$ cat src/rtl/instr_pkg.sv
// rtl/instr_pkg.sv - shared state encoding, instruction field positions and opcode helpers
package instr_pkg;

    typedef enum logic [2:0] {
        S_IDLE  = 3'd0,
        S_FETCH = 3'd1,
        S_EXEC  = 3'd2,
        S_WB    = 3'd3,
        S_HALT  = 3'd4
    } state_t;

    localparam int B_BIT     = 31;
    localparam int C_BIT     = 30;
    localparam int WE_BIT    = 29;
    localparam int WS_MSB    = 28;
    localparam int WS_LSB    = 27;
    localparam int ALUOP_MSB = 26;
    localparam int ALUOP_LSB = 23;
    localparam int RA1_MSB   = 22;
    localparam int RA1_LSB   = 18;
    localparam int RA2_MSB   = 17;
    localparam int RA2_LSB   = 13;
    localparam int WA_MSB    = 12;
    localparam int WA_LSB    = 8;
    localparam int CONST_MSB = 7;
    localparam int CONST_LSB = 0;

    // B and C together are not a branch; that encoding is reserved for HALT.
    function automatic logic is_halt(input logic [31:0] ir);
        return ir[B_BIT] & ir[C_BIT];
    endfunction

endpackage

$ cat src/rtl/pc_next_calc.sv
// rtl/pc_next_calc.sv - next-PC selection between sequential and word-scaled branch target
module pc_next_calc (
    input  logic [31:0] pc,
    input  logic        b,
    input  logic        c,
    input  logic        comp,
    input  logic [7:0]  imm,
    output logic [31:0] pc_next
);

    logic [31:0] offset;
    logic        taken;

    always_comb begin
        offset  = {{22{imm[7]}}, imm, 2'b00};
        taken   = b | (c & comp);
        pc_next = taken ? (pc + offset) : (pc + 32'd4);
    end

endmodule

$ cat src/rtl/instr_sequencer.sv
// rtl/instr_sequencer.sv - multi-cycle fetch/exec/writeback control FSM with run, step and fetch timeout
module instr_sequencer
    import instr_pkg::*;
#(
    parameter logic [31:0] RESET_PC      = 32'h0000_0000,
    parameter int          FETCH_TIMEOUT = 15
) (
    input  logic        clk_i,
    input  logic        rst_i,
    input  logic        run_i,
    input  logic        step_mode_i,
    input  logic        step_i,
    output logic        imem_req_o,
    output logic [31:0] imem_addr_o,
    input  logic        imem_ack_i,
    input  logic [31:0] imem_rdata_i,
    input  logic        comp_i,
    output logic [3:0]  alu_op_o,
    output logic [4:0]  ra1_o,
    output logic [4:0]  ra2_o,
    output logic [4:0]  wa_o,
    output logic [1:0]  ws_o,
    output logic [7:0]  const_o,
    output logic        rf_we_o,
    output logic [31:0] pc_o,
    output logic        halted_o,
    output logic        timeout_err_o,
    output logic [31:0] instr_count_o
);

    localparam logic [7:0] TMO_LAST = 8'(FETCH_TIMEOUT - 1);

    state_t      state;
    logic [31:0] pc;
    logic [31:0] ir;
    logic        comp_q;
    logic [7:0]  tmo_cnt;
    logic        timeout_err;
    logic [31:0] instr_count;
    logic        req_q;
    logic        we_q;
    logic        halted_q;
    logic [31:0] pc_next;

    pc_next_calc u_pc_next (
        .pc      (pc),
        .b       (ir[B_BIT]),
        .c       (ir[C_BIT]),
        .comp    (comp_q),
        .imm     (ir[CONST_MSB:CONST_LSB]),
        .pc_next (pc_next)
    );

    // req/we/halted are registered alongside every state transition so they
    // always agree with the state they describe.
    always_ff @(posedge clk_i or negedge rst_i) begin
        if (!rst_i) begin
            state       <= S_IDLE;
            pc          <= RESET_PC;
            ir          <= 32'd0;
            comp_q      <= 1'b0;
            tmo_cnt     <= 8'd0;
            timeout_err <= 1'b0;
            instr_count <= 32'd0;
            req_q       <= 1'b0;
            we_q        <= 1'b0;
            halted_q    <= 1'b0;
        end else begin
            we_q <= 1'b0;
            case (state)
                S_IDLE: begin
                    if (run_i && (!step_mode_i || step_i)) begin
                        state   <= S_FETCH;
                        req_q   <= 1'b1;
                        tmo_cnt <= 8'd0;
                    end
                end
                S_FETCH: begin
                    if (imem_ack_i) begin
                        ir      <= imem_rdata_i;
                        state   <= S_EXEC;
                        req_q   <= 1'b0;
                        tmo_cnt <= 8'd0;
                    end else if (tmo_cnt == TMO_LAST) begin
                        timeout_err <= 1'b1;
                        state       <= S_HALT;
                        req_q       <= 1'b0;
                        halted_q    <= 1'b1;
                    end else begin
                        tmo_cnt <= tmo_cnt + 8'd1;
                    end
                end
                S_EXEC: begin
                    comp_q <= comp_i;
                    if (is_halt(ir)) begin
                        state    <= S_HALT;
                        halted_q <= 1'b1;
                    end else begin
                        state <= S_WB;
                        we_q  <= ir[WE_BIT];
                    end
                end
                S_WB: begin
                    pc          <= pc_next;
                    instr_count <= instr_count + 32'd1;
                    if (run_i && !step_mode_i) begin
                        state   <= S_FETCH;
                        req_q   <= 1'b1;
                        tmo_cnt <= 8'd0;
                    end else begin
                        state <= S_IDLE;
                    end
                end
                S_HALT: begin
                    halted_q <= 1'b1;
                end
                default: begin
                    state    <= S_IDLE;
                    req_q    <= 1'b0;
                    halted_q <= 1'b0;
                end
            endcase
        end
    end

    assign imem_req_o    = req_q;
    assign imem_addr_o   = pc;
    assign pc_o          = pc;
    assign rf_we_o       = we_q;
    assign halted_o      = halted_q;
    assign timeout_err_o = timeout_err;
    assign instr_count_o = instr_count;
    assign alu_op_o      = ir[ALUOP_MSB:ALUOP_LSB];
    assign ra1_o         = ir[RA1_MSB:RA1_LSB];
    assign ra2_o         = ir[RA2_MSB:RA2_LSB];
    assign wa_o          = ir[WA_MSB:WA_LSB];
    assign ws_o          = ir[WS_MSB:WS_LSB];
    assign const_o       = ir[CONST_MSB:CONST_LSB];

endmodule

$ cat config.mk
export PLATFORM = sky130hd
export DESIGN_NAME = instr_sequencer
export DESIGN_NICKNAME = d
export VERILOG_FILES = /design/src/rtl/instr_pkg.sv /design/src/rtl/pc_next_calc.sv /design/src/rtl/instr_sequencer.sv
export SDC_FILE = /design/constraint.sdc
export NUM_CORES = 1
export LEC_CHECK = 0
export ABC_AREA = 1
export BUFFER_PORTS_ARGS = -buffer_cell sky130_fd_sc_hd__buf_4
export CORE_MARGIN = 2
export CORE_UTILIZATION = 40
export CTS_BUF_LIST = sky130_fd_sc_hd__clkbuf_8 sky130_fd_sc_hd__clkbuf_16
export CTS_CLUSTER_SIZE = 20
export DETAILED_ROUTE_END_ITERATION = 7
export HOLD_SLACK_MARGIN = 0.12
export PLACE_DENSITY_LB_ADDON = 0.12
export SYNTH_ARGS = -nofsm -noshare
export SYNTH_HDL_FRONTEND = slang
export SYNTH_SLANG_ARGS = --single-unit
$ cat constraint.sdc
create_clock -name clk_i -period 3.2 [get_ports clk_i]
set_input_delay 0.96 -clock clk_i [delete_from_list [all_inputs] [get_ports clk_i]]
set_output_delay 0.96 -clock clk_i [all_outputs]
set_load 0.01 [all_outputs]
After elaboration in Yosys (flattened, before gate mapping):

Index checks and enable logic that the tools add are counted.

* flip-flop bits (word level): 112
* input port bits: 39
* output and inout port bits: 129
* word-level logic and storage cells: 70

* add/subtract/negate cells: 4
* equal/unequal tests: 12
* multiplexer cells: 23
* bitwise operators: 7
* reductions and logical operators: 14

Operators by type and width (number)
* adder 32 x 1 -> 32 bit, second input constant: 1
* adder 32 x 3 -> 32 bit, second input constant: 1
* adder 32 bit: 1
* 2-to-1 mux 32 bit: 1
* 2-to-1 mux 8 bit: 4
* one-hot mux 8 bit (3 select lines): 1
* one-hot mux 3 bit (5 select lines): 1
* 2-to-1 mux 3 bit: 4
* AND reduction 4 bit: 3
* 2-to-1 mux 1 bit: 10
* != test 2 bit, second input constant: 5
* adder 8 x 1 -> 8 bit, second input constant: 1
* equality test 8 x 4 -> 1 bit, second input constant: 1
* one-hot mux 1 bit (4 select lines): 2
* equality test 3 x 2 -> 1 bit, second input constant: 2
* != test 3 bit, second input constant: 2
* AND reduction 3 bit: 2
* inverter 1 bit: 4
* OR reduction 2 bit: 2
* equality test 3 x 1 -> 1 bit, second input constant: 1
* equality test 3 bit, second input constant: 1
* logical NOT 3 bit: 1
* nonzero test 3 bit: 1
* bitwise AND 1 bit: 2
* other kinds (5): 6

Longest topological paths before layout:

* depth after elaboration: 5
* mapped depth: 21
* mapped depth without buffers: 20

Cells and area by module:

A second synthesis with hierarchy kept.

* cells, all modules: 1028
* area total of the unflattened synthesis: 7642.3 sq um

By module, submodules not included
* instr_sequencer: instances 1, cells an instance 603, area an instance 5511.5 sq um
* pc_next_calc: instances 1, cells an instance 425, area an instance 2130.8 sq um

Least setup slack after synthesis:

No wires, ideal clock.

* path type: reg2reg
* start point: register ir[31]
* end point: register pc[30], in the netlist imem_addr_o[30]
* library setup time: 0.118 ns
* arrival: 2.545 ns
* required time: 3.082 ns
* path slack: 0.537 ns
* stages on the path, launching flop included: 21
* buffers on the path: 1
* period minus slack after synthesis: 2.663 ns
* cells stage by stage: dfrtp_1 > inv_1 > nand2_2 > buf_2 > inv_1 > or2_2 > ha_1 > inv_1 > fa_1 > inv_1 > nand2_1 > nand3_1 > nand2_1 > o21bai_1 > nand2_1 > nand2_1 > nand3_1 > nand2_1 > nand2_1 > nand3_1 > nand2_1

* longest elaborated chain between the ends: 2

RTL lines
* start, declared: line instr_sequencer.sv:35 `logic [31:0] ir;`
* start signal, assigned: line instr_sequencer.sv:80 `ir <= imem_rdata_i;`
* bitwise OR 1 bit: line pc_next_calc.sv:16 `taken = b | (c & comp);`
* 2-to-1 mux 32 bit: line pc_next_calc.sv:17 `pc_next = taken ? (pc + offset) : (pc + 32'd4);`
* end signal, assigned: line instr_sequencer.sv:104 `pc <= pc_next;`
* end, declared: line instr_sequencer.sv:34 `logic [31:0] pc;`

No other way between the ends.
A chain may end at the register's enable or synchronous reset.

Worst setup path in the final report:

Ends and elaborated chain as after synthesis.

==> out/qor.csv <==
stage;metric;value;unit
final_layout;drive_above_1_share;0.2312;
detailed_routing;detail-route-antenna-nets;0;
global_routing;grt_pass1_vias;6018;
die;fp.dieArea;0.01888;mm²
die;core;0.01736;mm²
die;fp-row-count;48;
synthesis;yosysTopAreaCellShare;0.3866;
detailed_routing;drc;0;
clocking;clk_latency;0.36;ns
clocking;cts_max_path_buffers;2;
synthesis;yosys_most_used_dff;dfrtp_1;
timing;finClkSkew;0.008596;ns
global_routing;grtUsageTotal;0.1978;
clocking;cts_num_sinks;110;
synthesis;synthCells;932;
timing;relSlewSlack;0.5780;
synthesis;async_reset_ff_frac;1.000;
placement;place_congestion;0.9110;
synthesis;synth_edf_count;0;
synthesis;synth_seq_cells;110;
die;die_x;137.4;µm
synthesis;netlist_area;0.007119;mm²
placement;place_area;0.008135;mm²
clocking;htreeDepth;3;
timing;max_freq;0.3530;GHz
clocking;postCtsHoldBufs;0;
timing;rsz0062_at_grt;no;
timing;hold_viol;0;
setup_path;cp_data_arrival_time;3.09;ns
setup_path;critical_path.top_delay_family;simple AND/OR/NAND/NOR gates;
setup_path;slowest_delay;0.40;ns
detailed_routing;vias;6173;
final_layout;diodes;0;
setup_path;path_cells;inv_1 > nand2_2 > inv_1 > or2_2 > ha_1 > inv_1 > fa_1 > inv_1 > nand2_1 > nand3_1 > nand2_1 > o21bai_1 > nand2_1 > nand2_1 > nand3_1 > nand2_1 > nand2_1 > nand3_1 > nand2_1;
setup_path;worst-setup-path-type;register to register;
setup_path;critPathBufInv;4;
synthesis;yosysUniqueCellTypes;42;
synthesis;synth_top_area_cell;dfrtp_1;
setup_path;required;3.46;ns
die;num_io_pins;168;
placement;dpl.hpwl;13140;µm
detailed_routing;drt_iter0_drc;264;
timing;timing_max_transition_violations_final;0;
final_layout;fin_area;0.008429;mm²
timing;period_share;0.8853;
pwr;p_total;8.397;mW
synthesis;avgSynthCellArea;7.639;µm²
detailed_routing;post_drt_via_cell_ratio;4.888;
setup_path;cp-start-kind;register;
timing;min_period;2.833;ns
final_layout;final_nets;1083;
global_routing;grt-ovfl-total;0;
clocking;post_cts_buffers;0;
setup_path;crit_top_cell;nand2_1;
timing;setup_tns;0;ns
global_routing;grt_pass1_wl;29530;µm
pwr;vdd_ir_drop_max;0.0004539;V
setup_path;cp_slowest_cell;fa_1;
run_status;outcome;finished clean;
synthesis;yosysWarnings;0;
global_routing;antenna_found_initial;0;
placement;io_buffers;163;
clocking;cts_tree;yes;
pwr;p_leak;4.487;nW
synthesis;synth_area_leaders;dfrtp_1 (39%), nand2_1 (13%), buf_4 (6.9%);
global_routing;grt_max_degree;46;
synthesis;seq_area_frac_synth;0.3866;
detailed_routing;wire_per_inst;13.89;µm
detailed_routing;firstDrtPassIters;5;
clocking;numCtsBuffers;9;
final_layout;area_growth;18.40;%
clocking;clk_pin_slew;0.08;ns
setup_path;cp_max_fo;6;
detailed_routing;totalWireLength;17550;µm
clocking;cts_root_buf;clkbuf_16;
die;die_height;137.4;µm
pwr;p_per_area;996.1;mW/mm²
flow_run;cap_violations;0;
die;start_util;0.4102;
timing;tightestPinTransition;0.6331;ns
min_path;worstHoldPathType;register to register;
setup_path;endpoint_kind;register;
clocking;cts-resized-gates;0;
timing;setup_viol_count_final;0;
-- cells in the mapped netlist (3+ instances only) --
cell type / number
a21oi_1: 18
a31oi_1: 5
a41oi_1: 19
buf_1: 4
buf_2: 6
buf_4: 65
clkbuf_1: 6
dfrtp_1: 110
ha_1: 10
inv_1: 118
mux2_2: 26
nand2_1: 246
nand2_2: 5
nand3_1: 76
nand4_1: 8
nor2_1: 88
nor2_2: 6
nor3_1: 10
nor3_2: 3
o21ai_0: 25
o21bai_1: 6
xnor2_1: 15
xor2_1: 30
-- registers in the layout (all words and copies together) (netlist names) --
signal,count
imem_addr_o,30
imem_req_o,1
rf_we_o,1
state,3
instr_count_o,32
halted_o,1
tmo_cnt,8
ir,32
comp_q,1
timeout_err_o,1
-- layer usage --
layer	vias up	wire length, µm	track usage	share of wire
met5	-	0	0	0
met4	0	423	0.08247	0.024
met3	27	1013	0.03201	0.058
met2	183	8259	0.3234	0.47
met1	2861	7851	0.2601	0.45
li1	3102	-	-	-
-- metrics by stage --
stage	setup slack, ns	util	std cells	hold slack, ns
after floorplan	0.5368	-	935	0.4338
after global routing	0.05808	0.4857	1263	0.5127
final	0.3670	0.4857	1263	0.4741
after detailed placement	0.3656	0.4687	1247	0.4687
after global placement	0.4445	0.4687	1247	0.4534
after CTS	0.3467	0.4857	1263	0.4796
-- area by class of cell --
cell class / count / area, µm²
Clock buffer: 10 / 239.0
Clock inverter: 6 / 55.05
Fill cell: 1736 / 8927
Inverter: 119 / 446.7
Multi-Input combinational cell: 623 / 3353
Sequential cell: 110 / 2753
Tap cell: 225 / 281.5
Timing Repair Buffer: 170 / 1301
-- path summary, 6_finish.rpt --
| path | startpoint | endpoint | slack (ns) | depth (start not counted) |
|---|---|---|---|---|
| worst max-delay path | ir[31]$_DFFE_PN0P_ | imem_addr_o[30]$_DFFE_PN0P_ | 0.37 | 19 |
| worst min-delay path | instr_count_o[31]$_DFFE_PN0P_ | instr_count_o[31]$_DFFE_PN0P_ | 0.47 | 1 |
| worst max register to register | ir[31]$_DFFE_PN0P_ | imem_addr_o[30]$_DFFE_PN0P_ | 0.37 | 19 |
| worst min register to register | instr_count_o[31]$_DFFE_PN0P_ | instr_count_o[31]$_DFFE_PN0P_ | 0.47 | 1 |
| max in group asynchronous | rst_i | ir[12]$_DFFE_PN0P_ | 1.93 | 2 |
| min in group asynchronous | rst_i | ir[5]$_DFFE_PN0P_ | 0.62 | 1 |
-- power by group --
part | total (mW) | internal (mW) | switching (mW)
clock network | 1.15 | 0.565 | 0.581
registers | 2.28 | 1.85 | 0.431
logic | 4.97 | 1.99 | 2.98
total | 8.40 | 4.41 | 3.99
-- cell families (layout without fill, tap and decap cells) --
group / count (synthesis) / in the layout / synth area share
buf+inv: 202 / 305 / 0.1439
mux: 26 / 26 / 0.04112
compound gates: 78 / 78 / 0.06889
simple gates: 459 / 459 / 0.2831
fa+ha+maj: 11 / 11 / 0.02039
xor+xnor: 45 / 45 / 0.05536
flops: 110 / 110 / 0.3866
other cells: 1 / 4 / 0.0005267
-- layout by cell type, fill, tap and decap left out, types with 2 or more instances in the layout --
master / count
nor4_1: 2
dfrtp_1: 110
inv_1: 118
nand3_2: 2
a21oi_1: 18
or2_2: 2
a41oi_1: 19
o21ai_0: 25
nor3_1: 10
nor2_4: 2
a31oi_1: 5
xnor2_1: 15
nand2_2: 5
ha_1: 10
clkbuf_16: 9
nand4_1: 8
o21bai_1: 6
clkinv_2: 2
a21o_1: 2
buf_12: 2
buf_4: 168
nand3_1: 76
mux2_2: 26
nor2_1: 88
xor2_1: 30
o21ai_1: 2
nor3_2: 3
conb_1: 4
nor2_2: 6
nor3_4: 2
nand2_1: 246
No activity file was read; power rests on OpenSTA's default activity.
